<file path="config.mk">
export PLATFORM = sky130hd
export DESIGN_NAME = mux8_scan_ctrl
export DESIGN_NICKNAME = d
export VERILOG_FILES = /design/src/rtl/mux8_pkg.sv /design/src/rtl/step_tick_gen.sv /design/src/rtl/mux8_scan_ctrl.sv
export SDC_FILE = /design/constraint.sdc
export NUM_CORES = 1
export LEC_CHECK = 0
export CAP_MARGIN = 20
export CORE_ASPECT_RATIO = 0.7
export CORE_MARGIN = 4
export CORE_UTILIZATION = 50
export CTS_CLUSTER_DIAMETER = 40
export DETAILED_ROUTE_END_ITERATION = 10
export PLACE_DENSITY = 0.87
export SLEW_MARGIN = 20
export SYNTH_ARGS = -nofsm -noshare
export SYNTH_HDL_FRONTEND = slang
export SYNTH_HIERARCHICAL = 1
export SYNTH_SLANG_ARGS = --single-unit
</file>
<file path="constraint.sdc">
create_clock -name clk -period 3.6 [get_ports clk]
set_input_delay 0.36 -clock clk [delete_from_list [all_inputs] [get_ports clk]]
set_output_delay 0.36 -clock clk [all_outputs]
set_load 0.03 [all_outputs]
</file>
<file path="src/rtl/mux8_pkg.sv">
// mux8_pkg: shared widths and scan state encoding for the mux8 control slice
package mux8_pkg;
   localparam int NUM_IN = 8;
   localparam int SEL_W = 3;
   localparam int CNT_W = 8;
   typedef enum logic [1:0] {IDLE, SCAN, DONE} scan_state_t;
endpackage

</file>
<file path="src/rtl/step_tick_gen.sv">
// step_tick_gen: STEP_CYCLES down-counter, tick marks the last cycle of each step
module step_tick_gen
   import mux8_pkg::*;
#(
   parameter int STEP_CYCLES = 1
) (
   input  logic clk,
   input  logic rst_n,
   input  logic clear,
   input  logic en,
   output logic tick
);
   localparam logic [CNT_W-1:0] LAST = CNT_W'(STEP_CYCLES - 1);
   logic [CNT_W-1:0] cnt;
   assign tick = en && (cnt == '0);
   always_ff @(posedge clk or negedge rst_n) begin
      if (!rst_n) cnt <= '0;
      else if (clear) cnt <= LAST;
      else if (en) cnt <= tick ? LAST : cnt - 1'b1;
   end
endmodule

</file>
<file path="src/rtl/mux8_scan_ctrl.sv">
// mux8_scan_ctrl: captures a byte and steps mux8to1 select through all inputs.
// Define MUX8_SCAN_MSB_FIRST_EN to scan s from 7 down to 0.
module mux8_scan_ctrl
   import mux8_pkg::*;
#(
   parameter int STEP_CYCLES = 1
) (
   input  logic             clk,
   input  logic             rst_n,
   input  logic [7:0]       din,
   input  logic             din_valid,
   output logic             din_ready,
   input  logic             abort,
   output logic [7:0]       A,
   output logic [SEL_W-1:0] s,
   output logic             En,
   output logic             busy,
   output logic             done
);
   scan_state_t state;
   logic tick;
   logic [SEL_W-1:0] s_next;
`ifdef MUX8_SCAN_MSB_FIRST_EN
   localparam logic [SEL_W-1:0] S_FIRST = 3'd7;
   localparam logic [SEL_W-1:0] S_LAST = 3'd0;
   assign s_next = s - 1'b1;
`else
   localparam logic [SEL_W-1:0] S_FIRST = 3'd0;
   localparam logic [SEL_W-1:0] S_LAST = 3'd7;
   assign s_next = s + 1'b1;
`endif
   // counter is held at its reload value whenever no scan is running
   step_tick_gen #(.STEP_CYCLES(STEP_CYCLES)) u_tick (
      .clk   (clk),
      .rst_n (rst_n),
      .clear (state != SCAN),
      .en    (state == SCAN),
      .tick  (tick)
   );
   always_ff @(posedge clk or negedge rst_n) begin
      if (!rst_n) begin
         state     <= IDLE;
         A         <= '0;
         s         <= '0;
         En        <= 1'b0;
         din_ready <= 1'b0;
         busy      <= 1'b0;
         done      <= 1'b0;
      end else begin
         case (state)
            IDLE: begin
               din_ready <= 1'b1;
               if (din_valid && din_ready) begin
                  A         <= din;
                  s         <= S_FIRST;
                  En        <= 1'b1;
                  busy      <= 1'b1;
                  din_ready <= 1'b0;
                  state     <= SCAN;
               end
            end
            SCAN: begin
               if (abort) begin
                  En        <= 1'b0;
                  s         <= '0;
                  busy      <= 1'b0;
                  din_ready <= 1'b1;
                  state     <= IDLE;
               end else if (tick && s == S_LAST) begin
                  En    <= 1'b0;
                  done  <= 1'b1;
                  s     <= '0;
                  state <= DONE;
               end else if (tick) begin
                  s <= s_next;
               end
            end
            DONE: begin
               done      <= 1'b0;
               busy      <= 1'b0;
               din_ready <= 1'b1;
               state     <= IDLE;
            end
            default: state <= IDLE;
         endcase
      end
   end
endmodule

</file>
-- Word-level counts from Yosys, hierarchy flattened
Index checks and enable logic that the tools add are counted.
- bits in registers: 25
- input port bits: 12
- output and inout bits: 15
- logic and storage cells: 60
- $add $sub $neg: 2
- eq/ne operators: 10
- multiplexer cells: 24
- reduce and logical (&&, ||, !) cells: 16
- operators with widths (cell ; count):
    $mux 8 ; 3
    $mux 3 ; 4
    $reduce_and 3->1 ; 4
    $logic_not 8->1 ; 1
    $mux 1 ; 8
    $ne 2x2->1 const B ; 4
    $sub 8x1->8 const B ; 1
    $mux 2 ; 3
    $pmux 1 s3 ; 2
    $pmux 3 s2 ; 1
    $reduce_and 2->1 ; 3
    $reduce_bool 2->1 ; 3
    $ne 4x4->1 const B ; 1
    $pmux 1 s2 ; 2
    $pmux 2 s2 ; 1
    $add 3x1->3 const B ; 1
    $eq 3x3->1 const B ; 1
    $logic_and 1x1->1 ; 3
    $ne 3x3->1 const B ; 1
    $reduce_bool 3->1 ; 1
    $eq 2x1->1 const B ; 1
    $eq 2x2->1 const B ; 1
    $logic_not 2->1 ; 1
    $ne 2x1->1 const B ; 1

-- Depth between registers and ports, before layout
Gate-level depths: netlist of run 1.
- word-level depth: 6
- depth in mapped cells: 7
- mapped depth without buffers: 7

-- Modules after synthesis
Netlist of run 1, hierarchy kept.
- modules (own cells, without submodules) (module ; instances ; cells each ; area each (µm²)):
    mux8_scan_ctrl ; 1 ; 63 ; 835.8
    step_tick_gen ; 1 ; 49 ; 470.5

-- Worst setup path after synthesis of run 1
No wires, ideal clock.
- path type: register to register
- start point: register state[1]
- end point: register s[0]
- setup time: 0.125 ns
- arrival time: 2.027 ns
- path slack: 1.449 ns
- cell stages (with the launch flop): 7
- path buffers: 0
- period minus slack after synthesis: 2.151 ns
- path through: dfrtp_1 inv_1 ha_1 or4b_4 nor2_1 o221ai_1 mux2_2
- word-level cells in the longest chain between the ends: 6
- ends and longest elaborated chain (item ; line ; source):
    start: declaration ; mux8_scan_ctrl.sv:20 ; scan_state_t state;
    start signal: assignment ; mux8_scan_ctrl.sv:42 ; state <= IDLE;
    start signal: assignment ; mux8_scan_ctrl.sv:59 ; state <= SCAN;
    start signal: assignment ; mux8_scan_ctrl.sv:68 ; state <= IDLE;
    $eq 2x1->1 * ; mux8_scan_ctrl.sv:37 ; .en (state == SCAN),
    $logic_and 1x1->1 * ; step_tick_gen.sv:15 ; assign tick = en && (cnt == '0);
    via tick ; mux8_scan_ctrl.sv:21 ; logic tick;
    $logic_and 1x1->1 ; mux8_scan_ctrl.sv:69 ; end else if (tick && s == S_LAST) begin
    $mux 3 ; mux8_scan_ctrl.sv:69 ;
    $mux 3 ; mux8_scan_ctrl.sv:63 ; if (abort) begin
    $pmux 3 s2 ; mux8_scan_ctrl.sv:50 ; case (state)
    end signal: assignment ; mux8_scan_ctrl.sv:75 ; s <= s_next;
    end: declaration ; mux8_scan_ctrl.sv:15 ; output logic [SEL_W-1:0] s,
Mark *: on every way through the listed nets, which the timed path passes. The rest lies on a longest branch.
A chain may end at the register's enable or synchronous reset.

-- Final worst setup path of run 1
Same ends and word-level chain as after synthesis.

==> results of run 1 <==
==> stage by stage <==
stage	cell area [um^2]	instances	power, W	setup WS (ns)	hold slack [ns]
final	1650	176	0.00142	1.08	0.0552
after global routing	1650	176	0.00150	0.939	0.107
after CTS	1650	176	0.00142	1.12	0.512
after detailed placement	1610	172	0.00125	1.16	0.493
after global placement	1610	172	0.00121	1.28	0.485
after floorplan	1310	112	0.000987	1.45	0.0644
==> cell type report <==
type / count / area, um^2 / area share
Clock buffer: 4 / 45.0 / 0.0273
Inverter: 7 / 26.3 / 0.0159
Multi-Input combinational cell: 80 / 654 / 0.397
Sequential cell: 25 / 626 / 0.379
Tap cell: 34 / 42.5 / 0.0258
Timing Repair Buffer: 26 / 255 / 0.155
==> cells by family after synthesis <==
family,Yosys count
AOI/OAI and AO/OA,31
xor gates and xnor gates,1
adders and majority gates,8
buffers and inverters,7
DFF,25
muxes,13
and+or+nand+nor,27
==> per-layer routing <==
metal,global-route usage,up-vias
met5,0,-
met4,0.0682,0
met3,0.0360,8
met2,0.288,27
met1,0.223,476
li1,-,478
==> cells in the mapped netlist <==
cell type	n
nand2_1	1
a21boi_0	1
o41ai_1	1
or3_1	1
nor4b_4	1
or4_1	4
nor4b_1	1
a21oi_1	11
o22ai_1	1
and2b_1	1
or4b_4	1
nand3b_1	2
a21bo_2	1
inv_1	7
dfrtp_1	25
nand2b_1	5
or2_2	1
xor2_1	1
mux2i_1	3
or4b_2	1
a21boi_2	1
a22o_2	2
o31ai_1	4
nor2_1	6
mux2_2	10
nand3_2	1
a31oi_1	2
o21ai_0	3
o221ai_1	1
nor2b_1	1
o211ai_1	2
ha_1	8
o21bai_1	1
==> final timing paths <==
kind / start / to / slack (ns)
min in group clk: A[6] / A[6] / 0.51
max: state[1] / s[0] / 1.08
min: rst_n / done / 0.06
max in group asynchronous: rst_n / En / 3.17
max reg2reg: state[1] / s[0] / 1.08
min reg2reg: A[6] / A[6] / 0.51
==> critical path: cells and delay by family, from the launching register on <==
kind	cells	cell delay (ns)
flip-flops	1	0.43
adder cells (fa/ha/maj)	1	0.37
AND/OR/NAND/NOR	2	0.92
buffers and inverters	1	0.10
AO/OA/AOI/OAI	1	0.26
multiplexers	1	0.32
==> power groups by stage <==
stage                     Sequential [W]  Combinational, W  Clock, W
after detailed placement        0.000461          0.000787         0
after floorplan                 0.000579          0.000408         0
after global routing            0.000471          0.000851  0.000182
after CTS                       0.000455          0.000794  0.000170
after global placement          0.000452          0.000755         0
final                           0.000456          0.000795  0.000168
==> registers in the layout, indices dropped and copies added (netlist names) <==
signal      cells
busy            1
din_ready       1
u_tick/cnt      8
En              1
s               3
state           2
A               8
done            1
==> results.md, run 1 <==
* Max Clk Rate at just under 400 MHz
* Row count at 15
* Post-Synth Simple-Gate Area at 0.149
* Yosys top cell by area: dfrtp_1
* DRC at 0
* Lkg Pwr at roughly 0.7 nW
* WL final at 2.89 mm
* CP required at about 3.8 ns
* Peak VDD IR at around 0.35 mV
* Vias in the first global route at 994
* Met1 Routed Length at 1.25 mm
* Synthesized area at between 1000 and 1500 um^2
* Largest net degree at the start of global routing at 26
* Switching power at approximately 0.0006 W
* Crit path max-delay cell type: or4b_4
* Post-synthesis adder-cell area fraction at 0.0766
* Ant diodes at 0
* Total GRT Usage at 0.173
* Vias per inst at 5.62
* Crit Path Max Fanout at 13
* Crit end category: flip-flop
* Internal at roughly 0.00081 W
* Nets@finish at between 150 and 200
* Slowest stage delay, CP at 0.54 ns
* Status: completed
* Top cell type's share of synthesized area at 0.479
* Clock Power Share at 0.119
* Chip height at slightly above 50 um
* Final setup vio count at 0
* Fin. Hold Viols at 0
* Final Core Density at 0.666
* Gr ovfl total at 0
* Area contributors post-synth: dfrtp_1, mux2_2, ha_1
* Sw Share at 0.427
* CTS tree: yes
* Combinational share of power at 0.560
* # Post-CTS Setup Buffers at 0
* Final Wtd Congestion at about 0.85
* Syn Nets at between 100 and 150
* DRT Pass-1 Iters at 4
* #FFs+latches synth at 25
* Clk slew on worst S/H paths at approximately 0.090 ns
* Critical path class: flip-flop to flip-flop
* Die area at 3510 um^2
* Cell Chain, Critical Path: inv_1 -> ha_1 -> or4b_4 -> nor2_1 -> o221ai_1 -> mux2_2
* Total vias in the final route at about 990
* Rel. slew slack at 0.639
* Fillers at between 150 and 200
* Met2 Routed Length at 1.45 mm
* Post-synthesis sequential area ratio at 0.479
* Post-DR wirelength/cell at 16.4 um
* Met3 WL at 115 um
* Layout cell share with drive strength beyond 1 at 0.162
* Synth cell types at 33
* Drt first-iter violations at between 60 and 70
* Global-route wire length before repair at about 4.8 mm
* Final period util at 0.700
* Hpwl dp at between 2 and 2.5 mm
* IO Pins at 27
* Compound-Gate Fraction of Synth Area at 0.159
* WP data arrival at between 2 and 3 ns
* Setup_tns at 0 ns
* Syn_area_per_cell at about 12 um^2
* RSZ-0062 raised after global routing: no
* Pwr/cell area at about 860 nW/um^2
* Final Max Tran Viols at 0
* Initial core utilization at 0.527
* Multiplexer share of the synthesized area at 0.109
* Layout area overhead at 26.2%
* Worst Hold Class: primary input to asynchronous set/reset pin
* H-tree depth at 1
* Most frequent cells in the layout: dfrtp_1, clkdlybuf4s50_1, a21oi_1
* Worst Reg-to-Reg Cells at 6
* Highest Signal Layer: met4
* Number of max-cap violations at 0
* Least-Margin Pin Slew at 0.542 ns
* Largest family of logic cells by synthesized area: compound AO/OA/AOI/OAI gates
* Area share of xor/xnor cells in the synthesized design at 0.00670
* Post-Syn Instances at ~110
* Die X at approximately 70 um
* Final setup skew at 0.0114 ns
* Minimum clock period after layout at between 2 and 3 ns
* Initial antenna violation count at 0
* Post-CTS sizing at 0
* Input/output buffers at 26
* Worst-Skew Late Latency at 0.27 ns
* Clock sinks at 25
* Synth warn at 6
* CORE AREA at ~2500 um^2
* Max Buffers Root-to-Sink at 2
* Total CTS buffers at 3
* Hold buffers post-CTS at 0
* Seq pwr share at 0.321
* Post-route ant nets at 0
* Root Driver: clkbuf_8
* Setup crit start kind: flip-flop
Power figures use the tool's default switching activity.
==> run 2, diff against run 1 <==
clock period = 2.4 ns   (was 3.6 ns; I/O delays follow)
==> run 2 against run 1 <==
  * First-iteration DRC count decreased by 21%
  * Hold slack better by 0.28 ns
  * Sequential share of layout area down 0.51 points
  * Flip-flop and latch count did not move
  * Clock power is 48% higher
  * Largest cell class unchanged
  * Design area increased by 1.4%
  * Via count stayed put
  * Maximum frequency is 13% higher
  * Critical path depth unchanged
  * Global-route usage shrank 0.12 points
  * Combinational power grew 50%
  * Highest routed layer unchanged
  * Power is 50% higher
  * Critical endpoint unchanged
==> results.md, run 2 (synthesized netlist as in run 1, its figures left out) <==
* WP data arrival at between 2 and 2.5 ns
* Most common cell after layout, fill and taps aside: clkdlybuf4s50_1
* Global-route wire length before repair at between 4 and 5 mm
* CORE AREA at 2480 um^2
* DRT Pass-1 Iters at 4
* Status: completed
* Register Area at around 630 um^2
* Worst Hold Class: primary input to asynchronous set/reset pin
* Worst-Skew Late Latency at 0.27 ns
* Initial antenna violation count at 0
* Clock sinks at 25
* Crit. path cell count at 6
* Fin. Hold Viols at 0
* Max Buffers Root-to-Sink at 2
* Max Clk Rate at ~450 MHz
* Layout cell share with drive strength beyond 1 at 0.174
* Cell Chain, Critical Path: inv_1 -> ha_1 -> or4b_2 -> nor2_2 -> o221ai_1 -> mux2_2
* Crit path from: u_tick/cnt[0]
* Worst reg2reg setup slack at ~0.17 ns
* CP endpoint: s[0]
* Total vias in the final route at 989
* Layout area overhead at 28.0%
* Number of max-cap violations at 0
* Initial core utilization at 0.527
* Post-DR wirelength/cell at 15.6 um
* Final setup vio count at 0
* CP required at approximately 2.6 ns
* Worst Reg-to-Reg Cells at 6
* H-tree depth at 1
* Cell family with most CP delay: simple AND/OR/NAND/NOR gates
* DRC at 0
* Largest net degree at the start of global routing at 26
* Worst r2r dst: s[0]
* Hpwl dp at 2.19 mm
* Worst reg2reg path startpoint: u_tick/cnt[0]
* Placed Cells at 174
* Rel. slew slack at 0.750
* Setup_tns at 0 ns
* Pwr/cell area at 1270 nW/um^2
* Drt first-iter violations at 48
* Crit end category: flip-flop
* Vias per inst at around 5.6
* Input/output buffers at 26
* Final setup skew at around 0.0023 ns
* Top Usage Layer GRT: met2
* Clk slew on worst S/H paths at 0.08 ns
* IO Pins at 27
* Most frequent cells in the layout: clkdlybuf4s50_1, dfrtp_1, a21oi_1
* Peak VDD IR at 0.495 mV
* Die area at between 3000 and 4000 um^2
* WP buf/inv at 1
* Ant diodes at 0
* Nets@finish at roughly 170
* Area of the multi-input gates at between 600 and 700 um^2
* GRT met1 Usage at 0.223
* Layout Cells excl Fill at ~180
* Vias in the first global route at roughly 1000
* Slowest stage delay, CP at ~0.67 ns
* Final period util at 0.931
* Minimum clock period after layout at between 2 and 2.5 ns
* Gr ovfl total at 0
* Crit path max-delay cell type: or4b_2
* Total CTS buffers at 3
* Least-Margin Pin Slew at between 0.3 and 0.4 ns
* Die X at 69.1 um
* Met2 usage at 0.296
* Row count at 15
* CTS tree: yes
* Crit Path Max Fanout at 7
* # Post-CTS Setup Buffers at 0
* WL final at around 2.8 mm
* RSZ-0062 raised after global routing: no
* Lkg Pwr at roughly 0.73 nW
* Root Driver: clkbuf_8
* Total GRT Usage at 0.172
* Setup crit start kind: flip-flop
* Global-route met3 utilization at 0.0320
* Biggest regs: A: 8 flops, u_tick/cnt: 8 flops, s: 3 flops
* Critical path class: flip-flop to flip-flop
* Final Max Tran Viols at 0
* Post-route ant nets at 0
* Final Wtd Congestion at ~0.83
* Fillers at between 150 and 200
* Chip height at 50.8 um
run 2: changes by cell type in the layout (fill, tap and decap cells not counted), sizes merged:
| cell | before | now |
|---|---|---|
| buf | 1 | 2 |
| clkdlybuf4s50 | 25 | 26 |
run 2: layout make-up:
cell class | instances | share of cell area
clock buffer | 4 | 0.0269
multi-input combinational | 80 | 0.393
timing repair buffer | 28 | 0.165
tap | 34 | 0.0254
inverter | 7 | 0.0157
sequential | 25 | 0.374
run 2: repair_timing:
item / 4_1_cts / 5_1_grt
gates resized for setup: 0 / 1
endpoints found under the setup margin: 0 / 4
hold buffers: 0 / 0
run 2: worst min-delay path by stage:
stage	slack (ns)	endpoint	depth (start not counted)
final	0.34	busy	2
after global routing	0.36	A[6]	2
after CTS	0.35	busy	2
after detailed placement	0.49	A[7]	1
after global placement	0.48	busy	2
after floorplan	-0.06	A[0]	0
run 2: through the flow:
stage	area (um^2)	utilization	setup WS (ns)	hold WS (ns)	power, W
after floorplan	1310	-	0.249	-0.0556	0.00148
final	1670	0.675	0.166	0.336	0.00213
after CTS	1670	0.674	0.0603	0.346	0.00214
after global placement	1620	0.656	0.186	0.484	0.00183
after global routing	1670	0.675	0.00161	0.358	0.00228
after detailed placement	1620	0.656	0.0992	0.493	0.00188
run 2: worst register-to-register path, cell delays in order, from the launching register on:
cell	delay [ns]
dfrtp_1	0.40
inv_1	0.10
ha_1	0.18
or4b_2	0.67
nor2_2	0.26
o221ai_1	0.21
mux2_2	0.31
run 2: power breakdown:
group | switching (W) | leakage (nW) | total [W] | internal [W]
clock | 0.000130 | 0.0228 | 0.000249 | 0.000119
sequential | 0.000114 | 0.313 | 0.000683 | 0.000570
combinational | 0.000656 | 0.390 | 0.00119 | 0.000539
run 2: routing by layer:
| metal | vias to the layer above | wire length [um] |
|---|---|---|
| met1 | 470 | 1220 |
| met3 | 5 | 165 |
| li1 | 482 | - |
| met5 | - | 0 |
| met4 | 0 | 31 |
| met2 | 32 | 1360 |
